--- src/rtl/prog_count_defs.sv ---
// Shared definitions for the programmable count controller: state encodings,
// default ceiling and field widths.
package prog_count_defs;

  typedef enum logic [2:0] {
    ST_IDLE  = 3'd0,
    ST_RUN   = 3'd1,
    ST_PAUSE = 3'd2,
    ST_DONE  = 3'd3
  } state_t;

  localparam int MAX_LIMIT_DEF = 99;
  localparam int CNT_W         = 7;
  localparam int PS_W          = 8;

  function automatic logic [CNT_W-1:0] clamp_target(input logic [CNT_W-1:0] req,
                                                    input logic [CNT_W-1:0] lim);
    return (req > lim) ? lim : req;
  endfunction

endpackage

--- src/rtl/prog_edge_det.sv ---
// Registered rising-edge detector for a button level; one pulse per 0->1 edge.
module prog_edge_det (
  input  logic CLK,
  input  logic RST_N,
  input  logic level,
  output logic pulse
);

  logic hist;
  logic armed;

  // armed stays low for the first cycle after reset so a level held through
  // reset is absorbed into hist instead of looking like a fresh edge.
  always_ff @(posedge CLK or negedge RST_N) begin
    if (!RST_N) begin
      hist  <= 1'b0;
      armed <= 1'b0;
      pulse <= 1'b0;
    end else begin
      hist  <= level;
      armed <= 1'b1;
      pulse <= armed & level & ~hist;
    end
  end

endmodule

--- src/rtl/prog_count_ctrl.sv ---
// Programmable up-counter with prescaler, pause/resume, clear and auto-reload.
module prog_count_ctrl
  import prog_count_defs::*;
#(
  parameter int TICK_DIV  = 4,
  parameter int MAX_LIMIT = MAX_LIMIT_DEF
) (
  input  logic             CLK,
  input  logic             RST_N,
  input  logic             start,
  input  logic             pause,
  input  logic             clear,
  input  logic             auto_reload,
  input  logic [CNT_W-1:0] max_count,
  output logic [CNT_W-1:0] count_out,
  output logic             busy,
  output logic             done,
  output logic [2:0]       state_out
);

  localparam logic [CNT_W-1:0] LIMIT   = CNT_W'(MAX_LIMIT);
  localparam logic [PS_W-1:0]  PS_LAST = PS_W'(TICK_DIV - 1);

  state_t           state;
  logic [PS_W-1:0]  presc;
  logic [CNT_W-1:0] target;
  logic [CNT_W-1:0] lat_target;
  logic             start_p;
  logic             pause_p;
  logic             clear_p;

  prog_edge_det u_start (.CLK(CLK), .RST_N(RST_N), .level(start), .pulse(start_p));
  prog_edge_det u_pause (.CLK(CLK), .RST_N(RST_N), .level(pause), .pulse(pause_p));
  prog_edge_det u_clear (.CLK(CLK), .RST_N(RST_N), .level(clear), .pulse(clear_p));

  assign lat_target = clamp_target(max_count, LIMIT);
  assign state_out  = state;

  // busy is written alongside every state change so it stays a pure flop.
  always_ff @(posedge CLK or negedge RST_N) begin
    if (!RST_N) begin
      state     <= ST_IDLE;
      busy      <= 1'b0;
      done      <= 1'b0;
      count_out <= '0;
      presc     <= '0;
      target    <= '0;
    end else begin
      done <= 1'b0;
      if (clear_p) begin
        state     <= ST_IDLE;
        busy      <= 1'b0;
        count_out <= '0;
        presc     <= '0;
      end else begin
        case (state)
          ST_IDLE: begin
            if (start_p && !pause_p) begin
              target    <= lat_target;
              count_out <= '0;
              presc     <= '0;
              if (lat_target == '0) begin
                state <= ST_DONE;
                busy  <= 1'b0;
                done  <= 1'b1;
              end else begin
                state <= ST_RUN;
                busy  <= 1'b1;
              end
            end
          end

          ST_RUN: begin
            if (pause_p) begin
              state <= ST_PAUSE;
              busy  <= 1'b1;
            end else if (presc == PS_LAST) begin
              presc <= '0;
              if (count_out < target)
                count_out <= count_out + 1'b1;
              if (count_out + 1'b1 >= target) begin
                state <= ST_DONE;
                busy  <= 1'b0;
                done  <= 1'b1;
              end
            end else begin
              presc <= presc + 1'b1;
            end
          end

          ST_PAUSE: begin
            if (start_p && !pause_p) begin
              state <= ST_RUN;
              busy  <= 1'b1;
            end
          end

          ST_DONE: begin
            if (pause_p) begin
              state <= ST_DONE;
            end else if (start_p) begin
              target    <= lat_target;
              count_out <= '0;
              presc     <= '0;
              if (lat_target == '0) begin
                state <= ST_DONE;
                busy  <= 1'b0;
                done  <= 1'b1;
              end else begin
                state <= ST_RUN;
                busy  <= 1'b1;
              end
            end else if (auto_reload) begin
              count_out <= '0;
              presc     <= '0;
              // A zero target has nothing to count; re-complete immediately.
              if (target == '0) begin
                state <= ST_DONE;
                busy  <= 1'b0;
                done  <= 1'b1;
              end else begin
                state <= ST_RUN;
                busy  <= 1'b1;
              end
            end
          end

          default: begin
            state     <= ST_IDLE;
            busy      <= 1'b0;
            count_out <= '0;
            presc     <= '0;
          end
        endcase
      end
    end
  end

endmodule

--- config.mk ---
export PLATFORM = sky130hd
export DESIGN_NAME = prog_count_ctrl
export DESIGN_NICKNAME = d
export VERILOG_FILES = /design/src/rtl/prog_count_defs.sv /design/src/rtl/prog_edge_det.sv /design/src/rtl/prog_count_ctrl.sv
export SDC_FILE = /design/constraint.sdc
export NUM_CORES = 1
export LEC_CHECK = 0
export CAP_MARGIN = 25
export CORE_MARGIN = 10
export CORE_UTILIZATION = 47
export DETAILED_ROUTE_END_ITERATION = 12
export DONT_BUFFER_PORTS = 1
export GPL_ROUTABILITY_DRIVEN = 0
export GPL_TIMING_DRIVEN = 1
export PLACE_DENSITY = 0.62
export SYNTH_ARGS = -nofsm -noshare
export SYNTH_HDL_FRONTEND = slang
export SYNTH_HIERARCHICAL = 1
export SYNTH_SLANG_ARGS = --single-unit
export TNS_END_PERCENT = 50
--- constraint.sdc ---
create_clock -name CLK -period 3.03 [get_ports CLK]
set_clock_uncertainty 0.05 [all_clocks]
set_input_delay 0.909 -clock CLK [delete_from_list [all_inputs] [get_ports CLK]]
set_output_delay 0.909 -clock CLK [all_outputs]
set_load 0.01 [all_outputs]
Word-level counts from Yosys, hierarchy flattened
Index checks and enable logic that the tools add are counted.
{"block": "op_classes", "addsub": 2, "magnitude_cmp": 3, "eq_ne": 18, "muxes": 57, "bitwise": 10, "reduce_logical": 11}
{"cell": "2-to-1 mux 7 bit", "n": 12}
{"cell": "2-to-1 mux 8 bit", "n": 7}
{"cell": "case mux 8 bit (4 select lines)", "n": 1}
{"cell": "case mux 7 bit (4 select lines)", "n": 1}
{"cell": "2-to-1 mux 3 bit", "n": 9}
{"cell": "2-to-1 mux 1 bit", "n": 21}
{"cell": "!= test 3 x 2 -> 1 bit, second input constant", "n": 6}
{"cell": "AND reduction 5 bit", "n": 3}
{"cell": "logical NOT 7 bit", "n": 2}
{"cell": "case mux 7 bit (2 select lines)", "n": 1}
{"cell": "!= test 4 x 2 -> 1 bit, second input constant", "n": 3}
{"cell": "case mux 3 bit (4 select lines)", "n": 1}
{"cell": "adder 8 x 1 -> 8 bit, second input constant", "n": 1}
{"cell": "equality test 8 x 2 -> 1 bit, second input constant", "n": 1}
{"cell": "adder 7 x 1 -> 7 bit, second input constant", "n": 1}
{"cell": ">= comparator 7 bit", "n": 1}
{"cell": "greater-than comparator 7 bit, second input constant", "n": 1}
{"cell": "less-than comparator 7 bit", "n": 1}
{"cell": "AND reduction 7 bit", "n": 1}
{"cell": "AND 1 bit", "n": 6}
{"cell": "equality test 3 x 2 -> 1 bit, second input constant", "n": 2}
{"cell": "AND reduction 6 bit", "n": 1}
{"cell": "!= test 5 x 2 -> 1 bit, second input constant", "n": 1}
{"cell": "2-to-1 mux 2 bit", "n": 2}
{"cell": "10 further kinds", "n": 15}
{"block": "word_totals", "ff_bits": 34, "out_inout_bits": 12, "word_cells": 114}

Longest topological paths before layout
Gate-level depths: netlist (run 1).
{"block": "depth", "ltp_word": 8, "mapped_depth": 11}

By module
Netlist (run 1), hierarchy kept.
{"module": "prog_count_ctrl", "instances": 1, "cells_each": 205, "area_each_um2": 1846.8}
{"module": "prog_edge_det", "instances": 3, "cells_each": 5, "area_each_um2": 87.6}

Least setup slack after synthesis (run 1)
Ideal clock, no wire load.
{"block": "synth_timing", "path_type": "reg2reg", "startpoint": "reg count_out[0]", "endpoint": "reg state[0], in the netlist state_out[0]", "setup_ps": 128, "t_arrival_ps": 2191, "required_ps": 2852, "setup_slack_ps": 662, "stages_incl_launch_ff": 12, "synth_period_minus_slack_ps": 2368, "cell_sequence": "dfrtp_1 ha_1 nand2_1 nor2_1 xor2_1 ha_1 a21oi_1 o31ai_1 a21oi_1 o21ai_2 o31ai_2 mux2_1"}
{"block": "synth_via", "elab_chain_cells": 4}
{"item": "start: declaration", "line": "prog_count_ctrl.sv:15", "source": "output logic [CNT_W-1:0] count_out,"}
{"item": "start signal: assignment", "line": "prog_count_ctrl.sv:80", "source": "count_out <= count_out + 1'b1;"}
{"item": "adder 7 x 1 -> 7 bit", "line": "prog_count_ctrl.sv:81", "source": "if (count_out + 1'b1 >= target) begin"}
{"item": ">= comparator 7 bit", "line": "prog_count_ctrl.sv:81"}
{"item": "!= test 4 x 2 -> 1 bit (no line)"}
{"item": "AND reduction 5 bit (no line)"}
{"item": "end signal: assignment", "line": "prog_count_ctrl.sv:75", "source": "state <= ST_PAUSE;"}
{"item": "end signal: assignment", "line": "prog_count_ctrl.sv:82", "source": "state <= ST_DONE;"}
{"item": "end signal: assignment", "line": "prog_count_ctrl.sv:93", "source": "state <= ST_RUN;"}
{"item": "end: declaration", "line": "prog_count_ctrl.sv:24", "source": "state_t state;"}
No other way between the ends.
A chain may end at the register's enable or synchronous reset.

Worst setup path in the final report (run 1)
{"block": "layout_timing", "startpoint": "reg count_out[0]", "endpoint": "reg state[1], in the netlist state_out[1]"}
The elaborated chain is that of the path after synthesis.

==> results of run 1 <==
==> state kept, by name, summed over array words and instances (netlist names), 2 cells and up <==
signal and cells:
target 7, presc 8, count_out 7, state_out 2
==> layout by cell type, fill, tap and decap left out, drive strengths merged, types with 6 or more instances in the layout <==
| cell type | netlist | routed |
|---|---|---|
| ha | 20 | 20 |
| clkbuf | 2 | 6 |
| a21oi | 9 | 9 |
| o21ai | 12 | 12 |
| a32o | 6 | 6 |
| inv | 14 | 14 |
| xor2 | 7 | 7 |
| nand3 | 10 | 10 |
| nor4 | 6 | 6 |
| dfrtp | 35 | 35 |
| nor2 | 19 | 19 |
| nand2 | 21 | 21 |
==> power by group <==
group	internal [mW]	leakage, nW	switching (mW)
combinational	0.343	0.559	0.510
sequential	0.564	0.451	0.113
clock	0.178	0.0470	0.164
==> kinds of logic (layout without fill, tap and decap cells) <==
logic type,after synthesis,after routing,share of synthesized area
AOI/OAI and AO/OA,46,46,0.160
xor gates and xnor gates,10,10,0.0415
adders and majority gates,20,20,0.119
buffers and inverters,21,23,0.0439
DFF,35,35,0.415
muxes,4,4,0.0214
other,4,4,0.00712
and+or+nand+nor,80,80,0.193
==> layout make-up <==
class / instances / area, µm² / area share
inverters: 14 / 52.6 / 0.0235
repair buffers: 2 / 15.0 / 0.00671
clock inverters: 1 / 5.00 / 0.00224
multi-input cells: 164 / 1140 / 0.510
flip-flops and latches: 35 / 876 / 0.391
clock buffers: 6 / 82.6 / 0.0369
well taps: 52 / 65.1 / 0.0291
==> synth_stat cells, drive strengths merged, types with 5 or more instances <==
cell type  instances
inv               14
ha                20
buf                5
nor2              19
nand3             10
nor4               6
nor3               5
nand2             21
o21ai             12
dfrtp             35
a21oi              9
xor2               7
a32o               6
==> critical path, cell delays in order, from the launching register on <==
cell	delay, ns
sky130_fd_sc_hd__dfrtp_1	0.53
sky130_fd_sc_hd__ha_1	0.28
sky130_fd_sc_hd__nand2_1	0.07
sky130_fd_sc_hd__nor2_1	0.12
sky130_fd_sc_hd__xor2_1	0.21
sky130_fd_sc_hd__ha_1	0.29
sky130_fd_sc_hd__a21oi_1	0.15
sky130_fd_sc_hd__o31ai_1	0.08
sky130_fd_sc_hd__a21oi_1	0.18
sky130_fd_sc_hd__o21ai_2	0.10
sky130_fd_sc_hd__o31ai_2	0.09
sky130_fd_sc_hd__mux2_1	0.35
==> metal layers <==
layer / routed length (µm) / part of all wire
met1: 1980 / 0.48
met2: 1910 / 0.46
met3: 247 / 0.059
met4: 24 / 0.0058
met5: 0 / 0
==> per-stage QoR <==
stage               hold slack [ns]  setup WS [ns]   util  cells  power (mW)
floorplan                     0.412          0.662      -    220        1.35
global placement              0.418          0.484  0.494    267        1.53
detailed placement            0.425          0.430  0.494    267        1.54
CTS                           0.253          0.415  0.514    274        1.89
global route                  0.249          0.192  0.514    274        2.06
finish                        0.258          0.419  0.514    274        1.87
==> worst paths after layout <==
check	start	cells past startpoint	slack, ns	end
min reg2reg	u_pause/armed$_DFF_PN0_	1	0.44	u_pause/pulse$_DFF_PN0_
min in group CLK	u_pause/armed$_DFF_PN0_	1	0.44	u_pause/pulse$_DFF_PN0_
max reg2reg	count_out[0]$_DFFE_PN0P_	11	0.42	state_out[1]$_DFFE_PN0P_
min	RST_N	0	0.26	count_out[2]$_DFFE_PN0P_
max	count_out[0]$_DFFE_PN0P_	11	0.42	state_out[1]$_DFFE_PN0P_
max in group asynchronous	RST_N	0	2.58	u_pause/armed$_DFF_PN0_
==> results, run 1 <==
- For the worst-skew pair, the clock arrives at the later sink with an insertion delay of 0.29 ns.
- The required time at the endpoint of the critical path is 3.15 ns.
- The number of distinct library cells after synthesis is 46.
- The total iterations of the first detailed-routing run is 4.
- Setup repair after global routing left no endpoint under its margin.
- Clock-pin slew was measured on the worst setup and hold paths at 0.08 ns.
- The total wire length is 4160 µm.
- The type of origin of the critical path is a flop.
- The classification of the worst-slack hold path is primary input to async pin.
- Of the post-synthesis cell area, the dominant cell type holds 0.415.
- The sequential fraction of the synthesis area is 0.415.
- The cell count after synthesis is 220.
- The ratio of final minimum period to clock period is 0.862.
- The area growth from synthesis to layout is 6.05%.
- The number of DRC markers in iteration 0 is 126.
- The synthesized netlist occupies a cell area of 2110 µm².
- The post-cts sizing count is 0.
- The placed cell area is 2150 µm².
- The run finished with clean final reports.
- The worst setup path is of the flop to flop kind.
- The share of final-layout standard cells stronger than drive strength 1 is 0.0766.
- Of all cell types, the one taking the most synthesized area is sky130_fd_sc_hd__dfrtp_1.
- The CTS buffer count is 5.
- The maximum level of the CTS H-tree is 2.
- CTS saw 35 sinks.
- The floorplan step set the die width to 87.0 µm.
- With fillers left out, the area of the finished cells amounts to 2240 µm².
- The die covers 7570 µm².
- Buffers placed on the I/O ports in this run total 0.
- Dividing total power by cell area gives a power density of 837 nW/µm².
- The number of slew-limit violations in the final report came to 0.
- The synthesized netlist net count is 253.
- Entering global routing, the biggest net connects 36 pins.
- After floorplanning, the core was divided into 24 placement rows.
- At the end of the flow, the number of nets in the layout was 255.
- 0 antenna diodes ended up in the layout.
- STA puts the critical path data arrival time at 2.73 ns.
- The global-route met3 utilization is 0.0337.
- Max-cap violations in this run came to 0.
- The via count of the first global-routing pass is 1509.
- After routing, the total negative slack on setup checks comes to 0 ns.
- In the final routed layout, each cell accounts on average for 15.2 µm.
- The number of primary I/O pins is 25.
- The number of antenna violations at the first check in global routing is 0.
- For the pin with the worst max-slew slack, the measured transition is 0.857 ns.
- The number of buffers on the longest clock path is 2.
- The primary flip-flop cell chosen by synthesis mapping is sky130_fd_sc_hd__dfrtp_1.
- Across every metal layer, demand over resource in global routing totals 0.118.
- The count of fill cells added during filler insertion is 372.
- The met2 usage is 0.181.
- After synthesis, the share of flip-flops with an asynchronous set or reset is 1.00.
- met2 is the most crowded layer.
- The synthesized area divided by synthesized cell count is 9.59 µm².
- During synthesis, Yosys emitted a total of 6 warnings.
- The synthesis-stage register bit count is 35.
- For this design, the CTS-stage hold fixing added 0 buffers.
- After synthesis, the cell types taking the most area are sky130_fd_sc_hd__dfrtp_1 42%, sky130_fd_sc_hd__ha_1 12%, sky130_fd_sc_hd__nand2_1 3.7%.
- In the routed design, unresolved DRC markers number 0.
- In this run the static leakage power is 1.06 nW.
- In this run the clock root is driven by a sky130_fd_sc_hd__clkbuf_8.
- The HPWL after detailed placement is 3150 µm.
- The final hold violation count is 0.
- For this run the aggregate overflow at the end of global routing stands at 0.
- The post-CTS setup buffer count is 0.
- The routed layout has 1573 vias.
- The synthesized design contains 0 enable-type register cells.
- Derived from the worst setup path, the maximum achievable clock frequency is 383 MHz.
- The initial core utilization is 0.484.
- In the global route stage, met1 resource usage came out at 0.158.
- The worst-path maximum fanout is 8.
- The placeable core region is 4350 µm².
- The first global-routing pass estimated 7280 µm of wire.
- The minimum period implied by the final worst setup slack is 2.61 ns.
- The via density per instance is 5.74.
- The count of nets left with antenna violations once routing finished came out at 0.
- The kind of capture point of the worst setup path is a flop.
- TritonCTS built the clock tree.
- The largest vdd supply drop is 0.325 mV.
- In this run the vertical extent of the chip is 87.0 µm.
- The relative slew slack is 0.424.
- The final count of negative-setup-slack endpoints is 0.
No activity file was read; power rests on OpenSTA's default activity.
==> run 2, diff against run 1 <==
--- a/config.mk
+++ b/config.mk
@@ -15,6 +15,5 @@
 export PLACE_DENSITY = 0.62
 export SYNTH_ARGS = -nofsm -noshare
 export SYNTH_HDL_FRONTEND = slang
-export SYNTH_HIERARCHICAL = 1
 export SYNTH_SLANG_ARGS = --single-unit
 export TNS_END_PERCENT = 50
==> run 2 against run 1 <==
Utilization rose by 0.61 points. Critical endpoint is now state_out[0]$_DFFE_PN0P_. Global-route usage grew 0.66 points. Combinational power is 39% lower. Largest power group is now sequential cells. Sequential share of layout area up 0.28 points. Critical path depth shrank 2. Worst setup slack gained 0.026 ns. Register-to-register slack better by 0.03 ns.
==> results, run 2 <==
- The run finished with clean final reports.
- The CTS buffer count came to 5 (unchanged).
- The final count of negative-setup-slack endpoints was 0 (unchanged).
- The final cell area excluding filler cells is 2090 µm² (-6.4%).
- The number of cells on the worst reg-to-reg path is 9 (-2).
- The synthesized area divided by synthesized cell count is 8.98 µm² (-6.4%).
- The area share of the largest cell type after synthesis came to 0.420 (+0.00493).
- The ratio of total power to cell area is 754 nW/µm² (-9.9%).
- The number of primary I/O pins came to 25 (unchanged).
- The kind of capture point of the worst setup path is a flop.
- The number of buffers on the longest clock path is 2 (unchanged).
- The startpoint of the worst-slack reg-to-reg timing path is count_out[0]$_DFFE_PN0P_.
- The number of DRC markers in iteration 0 is 141 (+12%).
- The critical path's slowest cell is sky130_fd_sc_hd__dfrtp_1.
- The top register by number of flip-flops is presc.
- The via density per instance is 5.90 (+2.8%).
- The required time at the endpoint of the critical path is 3.15 ns (about the same).
- The sequential standard cell area was 826 µm² (-5.7%).
- The overall die area was 7170 µm² (-5.3%).
- The cell with the most instances on the worst path is sky130_fd_sc_hd__ha_1.
- The number of antenna-violating nets in the routed design was 0 (unchanged).
- The post-cts sizing count is 0 (unchanged).
- The area of the mapped netlist came to 1970 µm² (-6.8%).
- The reg-to-reg endpoint is state_out[0]$_DFFE_PN0P_.
- The total iterations of the first detailed-routing run was 4 (unchanged).
- The reported max-cap violation count is 0 (unchanged).
- The synthesized netlist net count is 248 (-2.0%).
- The flip-flop count of the largest register after layout was 8 (unchanged).
- The leakage power was 0.967 nW (-8.6%).
- The relative slew slack is 0.517 (+0.0934).
- The fraction of synthesis flops using an asynchronous set or reset pin is 1.00 (unchanged).
- The worst setup path is launched from a flop.
- The number of distinct library cells after synthesis is 43 (-6.5%).
- Leaving out fill and tap cells, the most frequent cell in the layout is sky130_fd_sc_hd__dfrtp_1.
- The primary flip-flop cell chosen by synthesis mapping is sky130_fd_sc_hd__dfrtp_1.
- The sequential fraction of the synthesis area was 0.420 (+0.00493).
- The final net count is 245 (-3.9%).
- The number of slew-limit violations in the final report came to 0 (unchanged).
- The cell count after synthesis is 219 (-0.45%).
- The placed cell area is 1980 µm² (-7.9%).
- The die span in x was 84.7 µm (-2.7%).
- The number of buffers inserted by hold repair at cts is 0 (unchanged).
- The synthesis-stage register bit count is 33 (-5.7%).
- The most common cell in the synthesized netlist is sky130_fd_sc_hd__dfrtp_1.
- TritonCTS built the clock tree.
- The kind of cell with the highest combined delay on the critical path is compound AO/OA/AOI/OAI gates.
- The post-route DRC violation count is 0 (unchanged).
- The share of final-layout standard cells stronger than drive strength 1 is 0.0829 (+0.00637).
- The via count of the first global-routing pass was 1576 (+4.4%).
- The clock latency of the later-clocked register in the worst-skew pair came to 0.29 ns (about the same).
- The post-CTS setup buffer count came to 0 (unchanged).
- The minimum period implied by the final worst setup slack is 2.58 ns (-0.0264 ns).
- The path length in cells of the critical path is 9 (-2).
- The worst-path maximum fanout is 6 (-2).
- The number of enable-type register cells in the synthesized netlist is 0 (unchanged).
- The number of buffer cells added on primary ports was 0 (unchanged).
- The initial core utilization is 0.488 (+0.00341).
- The average wire per cell in the routed design was 16.2 µm (+7.0%).
- The tree is rooted in a sky130_fd_sc_hd__clkbuf_8.
- The placeable core region is 4030 µm² (-7.5%).
- The largest registers in the layout are presc (8), count_out (7), target (7).
- The first-pass GRT wire length was 7470 µm (+2.7%).
- The count of fill cells added during filler insertion is 388 (+4.3%).
- The sum of buffers and inverters on the critical path was 0 (unchanged).
- The y dimension of the die is 84.7 µm (-2.7%).
- The global-route met3 utilization is 0.0435 (+0.00977).
- The number of inserted diodes is 0 (unchanged).
- The total number of vias is 1575 (+0.13%).
- The count of clock tree sinks is 33 (-5.7%).
- The timing-limited maximum frequency is 387 MHz (+1.0%).
- Walking the worst path, the cells encountered are ha_1, xor2_1, ha_1, a211o_1, a31oi_1, o21a_1, o21ai_0, nand3_1, mux2_2.
- The final hold slack is 0.262 ns (+0.00409 ns).
- The ratio of final minimum period to clock period is 0.853 (-0.00871).
- The total of warnings raised by yosys was 0 (-6).
- The data arrival at the endpoint of the critical path was 2.70 ns (-0.03 ns).
- The largest vdd supply drop is 0.348 mV (+7.1%).
- The worst hold path belongs to the class primary input to async pin.
- The pin count of the biggest net entering global routing is 34 (-5.6%).
- Setup repair after global routing left no endpoint under its margin.
- After global routing, the most crowded layer is met2.
- The register-to-register setup slack is 0.45 ns (+0.03 ns).
- The number of antenna violations at the first check in global routing is 0 (unchanged).
- The total negative slack for setup checks is 0 ns (unchanged).
- Leaving out fill and tap cells, the most frequent cells in the layout are 33 x sky130_fd_sc_hd__dfrtp_1, 24 x sky130_fd_sc_hd__o21ai_0, 22 x sky130_fd_sc_hd__nor2_1.
- The cell type with the highest aggregate area in the netlist is sky130_fd_sc_hd__dfrtp_1.
- The met1 usage is 0.140 (-0.0176).
- The maximum level of the CTS H-tree came to 2 (unchanged).
- The met2 usage was 0.213 (+0.0316).
- The HPWL after detailed placement is 3330 µm (+5.5%).
- The total wire length is 4340 µm (+4.2%).
- The cell row count is 23 (-4.2%).
- The total global routing overflow is 0 (unchanged).
- The worst setup path is of the flop to flop kind.
- In the post-synthesis netlist, the biggest area contributors are sky130_fd_sc_hd__dfrtp_1 42%, sky130_fd_sc_hd__ha_1 10%, sky130_fd_sc_hd__o21ai_0 6.1%.
- Sorting the synthesized cells by how often they occur yields 33 x sky130_fd_sc_hd__dfrtp_1, 24 x sky130_fd_sc_hd__o21ai_0, 22 x sky130_fd_sc_hd__nor2_1.
- The worst-margin pin slew is 0.721 ns (-0.135 ns).
- The area of combinational cells with multiple inputs is 1040 µm² (-8.7%).
- The total routing resource utilization after global routing was 0.124 (+0.00657).
- The critical path's largest stage delay was 0.47 ns (-0.06 ns).
- The clock edge transition at the registers on the reported setup and hold paths was 0.08 ns (about the same).
- The final hold violation count came to 0 (unchanged).
- The post-synthesis to final-layout area growth is 6.56%.
==> run 2: layout make-up <==
cell class                      instances  area share
Tap cell                               50      0.0299
Clock buffer                            5      0.0329
Sequential cell                        33       0.394
Multi-Input combinational cell        164       0.498
Timing Repair Buffer                    1     0.00358
Inverter                               11      0.0197
Clock inverter                          3      0.0221
==> run 2: worst register-to-register path, stage by stage (launching register included) <==
cell	delay [ns]
sky130_fd_sc_hd__dfrtp_1	0.47
sky130_fd_sc_hd__ha_1	0.30
sky130_fd_sc_hd__xor2_1	0.16
sky130_fd_sc_hd__ha_1	0.31
sky130_fd_sc_hd__a211o_1	0.26
sky130_fd_sc_hd__a31oi_1	0.16
sky130_fd_sc_hd__o21a_1	0.17
sky130_fd_sc_hd__o21ai_0	0.11
sky130_fd_sc_hd__nand3_1	0.12
sky130_fd_sc_hd__mux2_2	0.35
==> run 2: cell families after synthesis <==
| kind of cell | synth area share |
|---|---|
| multiplexers | 0.0223 |
| AO/OA/AOI/OAI | 0.169 |
| buffers and inverters | 0.0496 |
| other | 0.00382 |
| adder cells (fa/ha/maj) | 0.102 |
| XOR/XNOR | 0.0267 |
| flip-flops | 0.420 |
| AND/OR/NAND/NOR | 0.207 |
==> run 2: how the worst max path moves through the flow <==
stage / start / to / slack (ns)
CTS: count_out[0]$_DFFE_PN0P_ / state_out[0]$_DFFE_PN0P_ / 0.45
global route: count_out[1]$_DFFE_PN0P_ / state_out[0]$_DFFE_PN0P_ / 0.29
detailed placement: count_out[0]$_DFFE_PN0P_ / state_out[0]$_DFFE_PN0P_ / 0.48
finish: count_out[0]$_DFFE_PN0P_ / state_out[0]$_DFFE_PN0P_ / 0.45
floorplan: count_out[0]$_DFFE_PN0P_ / state_out[0]$_DFFE_PN0P_ / 0.69
global placement: count_out[0]$_DFFE_PN0P_ / state_out[0]$_DFFE_PN0P_ / 0.53
==> run 2: per-layer routing <==
layer | wire length (µm) | up-vias
li1 | - | 765
met1 | 1860 | 749
met2 | 2140 | 48
met3 | 257 | 13
met4 | 80 | 0
met5 | 0 | -
==> run 2: power by group <==
part / internal, mW / switching [mW]
Combinational: 0.215 / 0.306
Sequential: 0.534 / 0.105
Clock: 0.246 / 0.173
==> run 2: stage by stage <==
step           setup slack, ns  total power [mW]  utilization  cells
6_report                 0.446              1.58        0.520    267
5_1_grt                  0.286              1.71        0.520    267
4_1_cts                  0.453              1.59        0.520    267
3_5_place_dp             0.479              1.17        0.491    259
3_3_place_gp             0.526              1.15        0.491    259
2_1_floorplan            0.692              1.05            -    219
==> run 3, diff against run 2 <==
==> constraint.sdc (replaced) <==
create_clock -name CLK -period 3.03 [get_ports CLK]
set_clock_uncertainty 0.05 [all_clocks]
set_input_delay 0.4545 -clock CLK [delete_from_list [all_inputs] [get_ports CLK]]
set_output_delay 0.4545 -clock CLK [all_outputs]
set_load 0.01 [all_outputs]
==> run 3 against run 2 <==
Wire length up 1.7%. Largest cell class unchanged. Hold slack worse by 0.13 ns. Sequential share of layout area about the same.
==> results, run 3 (synthesis gave the netlist of run 2 again) <==
- The portion of total power attributed to combinational logic is 0.362 (+0.032).
- The ratio of final minimum period to clock period is 0.851 (-0.00173).
- The worst-path maximum fanout is 6 (unchanged).
- The data arrival at the endpoint of the critical path came to 2.71 ns (about the same).
- The utilization of the core after routing is 0.520 (about the same).
- The post-layout worst setup margin is 0.451 ns (+0.00525 ns).
- The total chip power is 1.51 mW (-4.5%).
- The worst setup path is launched from a flop.
- The y dimension of the die is 84.7 µm (unchanged).
- The top cell types in the final layout, fill and taps aside, are 33 x sky130_fd_sc_hd__dfrtp_1, 24 x sky130_fd_sc_hd__o21ai_0, 22 x sky130_fd_sc_hd__nor2_1.
- The minimum period implied by the final worst setup slack is 2.58 ns (-0.00525 ns).
- The number of buffers on the longest clock path is 2 (unchanged).
- Setup repair after global routing left no endpoint under its margin.
- The leakage power is 0.970 nW (+0.26%).
- The largest vdd supply drop is 0.344 mV (-1.2%).
- The worst-margin pin slew is 0.774 ns (+0.0530 ns).
- The count of non-filler cells in the finished layout is 269 (+0.75%).
- The fraction of power spent switching nets is 0.398 (+0.0278).
- The post-cts sizing count is 0 (unchanged).
- The placeable core region is 4030 µm² (unchanged).
- The average wire per cell in the routed design is 16.4 µm (+0.97%).
- The buffer cell driving the clock tree root is sky130_fd_sc_hd__clkbuf_8.
- The total wire length is 4410 µm (+1.7%).
- The post-synthesis to final-layout area growth was 6.62% (about the same).
- The number of slew-limit violations in the final report is 0 (unchanged).
- The run finished with clean final reports.
- The library cell used most frequently in the layout, excluding fill and tap cells, is sky130_fd_sc_hd__dfrtp_1.
- The net switching component of the power was 0.600 mW (+2.6%).
- The total number of vias is 1583 (+0.51%).
- The proportion of power drawn by the clock network came to 0.223 (-0.043).
- The share of final-layout standard cells stronger than drive strength 1 is 0.0868 (+0.00381).
- The timing-limited maximum frequency is 388 MHz (+0.20%).
- The overall die area is 7170 µm² (unchanged).
- The number of buffers inserted by hold repair at cts was 2 (+2).
- The ratio of total power to cell area was 720 nW/µm² (-4.6%).
- The clock edge transition at the registers on the reported setup and hold paths was 0.07 ns (about the same).
- The final count of negative-setup-slack endpoints is 0 (unchanged).
- The final cell area excluding filler cells is 2100 µm² (about the same).
- The total iterations of the first detailed-routing run is 4 (unchanged).
- The post-CTS setup buffer count is 0 (unchanged).
- The kind of capture point of the worst setup path is a flop.
- The clock latency of the later-clocked register in the worst-skew pair came to 0.29 ns (about the same).
- The via count of the first global-routing pass is 1630 (+3.4%).
- The first-pass GRT wire length came to 7890 µm (+5.6%).
- The internal power is 0.908 mW (-8.7%).
- The required time at the endpoint of the critical path is 3.16 ns (about the same).
- The final net count came to 247 (+0.82%).
- The number of inserted diodes is 0 (unchanged).
- The cell row count came to 23 (unchanged).
- The number of DRC markers in iteration 0 was 116 (-18%).
- The number of antenna violations at the first check in global routing is 0 (unchanged).
- The maximum level of the CTS H-tree was 2 (unchanged).
- The post-route DRC violation count was 0 (unchanged).
- The count of clock tree sinks is 33 (unchanged).
- The total negative slack for setup checks was 0 ns (unchanged).
- The final hold slack came to 0.137 ns (-0.125 ns).
- In the final layout, the registers with the most flip-flops are presc (8), count_out (7), target (7).
- The flip-flop count of the largest register after layout is 8 (unchanged).
- The top register by number of flip-flops is presc.
- The reported max-cap violation count is 0 (unchanged).
- The final hold violation count is 0 (unchanged).
- The initial core utilization is 0.488 (unchanged).
- The total routing resource utilization after global routing is 0.130 (+0.00627).
- The power share of the sequential group was 0.416 (+0.012).
- The critical path in this run is classified as flop to flop.
- The number of antenna-violating nets in the routed design is 0 (unchanged).
- The total global routing overflow is 0 (unchanged).
- The number of buffer cells added on primary ports is 0 (unchanged).
- The total placed cells including tap cells is 259 (unchanged).
- The placed cell area is 1980 µm² (unchanged).
- TritonCTS built the clock tree.
- The relative slew slack is 0.482 (-0.0355).
- In this run the worst hold path is classified as primary input to flop.
- The number of primary I/O pins was 25 (unchanged).
- The pin count of the biggest net entering global routing is 34 (unchanged).
- The via density per instance is 5.88 (-0.24%).
- The HPWL after detailed placement is 3300 µm (-0.95%).
- The CTS buffer count is 5 (unchanged).
- The die span in x is 84.7 µm (unchanged).
- The worst slack at placement came to 0.480 ns (+0.000699 ns).
## run 3: changes by cell type in the layout (fill, tap and decap cells not counted), sizes merged
cell,previous run,this run
buf,1,2
bufinv,1,0
clkinv,1,2
dlygate4sd3,0,1
## run 3: worst paths after layout
path | start | endpoint | slack [ns] | cells after the start
worst max register to register | count_out[0]$_DFFE_PN0P_ | state_out[0]$_DFFE_PN0P_ | 0.45 | 9
worst max-delay path | count_out[0]$_DFFE_PN0P_ | state_out[0]$_DFFE_PN0P_ | 0.45 | 9
max in group asynchronous | RST_N | u_pause.pulse$_DFF_PN0_ | 2.17 | 2
worst min register to register | u_pause.hist$_DFF_PN0_ | u_pause.pulse$_DFF_PN0_ | 0.34 | 1
worst min-delay path | start | u_start.hist$_DFF_PN0_ | 0.14 | 0
min in group asynchronous | RST_N | count_out[6]$_DFFE_PN0P_ | 0.57 | 2
## run 3: layout make-up
type                    instances  area [µm²]
fillers                       378        1930
multi-input cells             164        1040
flip-flops and latches         33         826
clock buffers                   5        68.8
well taps                      50        62.6
inverters                      11        41.3
repair buffers                  3        37.5
clock inverters                 3        17.5
## run 3: layer usage
| metal | up-vias | share of wire | GRT usage |
|---|---|---|---|
| met5 | - | 0 | 0 |
| met4 | 0 | 0.014 | 0.0479 |
| met3 | 6 | 0.060 | 0.0522 |
| met2 | 41 | 0.49 | 0.210 |
| met1 | 768 | 0.44 | 0.152 |
| li1 | 768 | - | - |
## run 3: power groups by stage
stage               logic [mW]  clock network (mW)  registers [mW]
global placement         0.516                   0           0.630
finish                   0.545               0.336           0.627
floorplan                0.446                   0           0.603
CTS                      0.552               0.343           0.627
global route             0.640               0.363           0.643
detailed placement       0.532                   0           0.636
## run 3: critical path, stage by stage, from the launching register on
cell and delay [ns]:
sky130_fd_sc_hd__dfrtp_1 0.48, sky130_fd_sc_hd__ha_1 0.30, sky130_fd_sc_hd__xor2_1 0.16, sky130_fd_sc_hd__ha_1 0.30, sky130_fd_sc_hd__a211o_1 0.25, sky130_fd_sc_hd__a31oi_1 0.15
sky130_fd_sc_hd__o21a_1 0.17, sky130_fd_sc_hd__o21ai_0 0.12, sky130_fd_sc_hd__nand3_1 0.13, sky130_fd_sc_hd__mux2_2 0.35
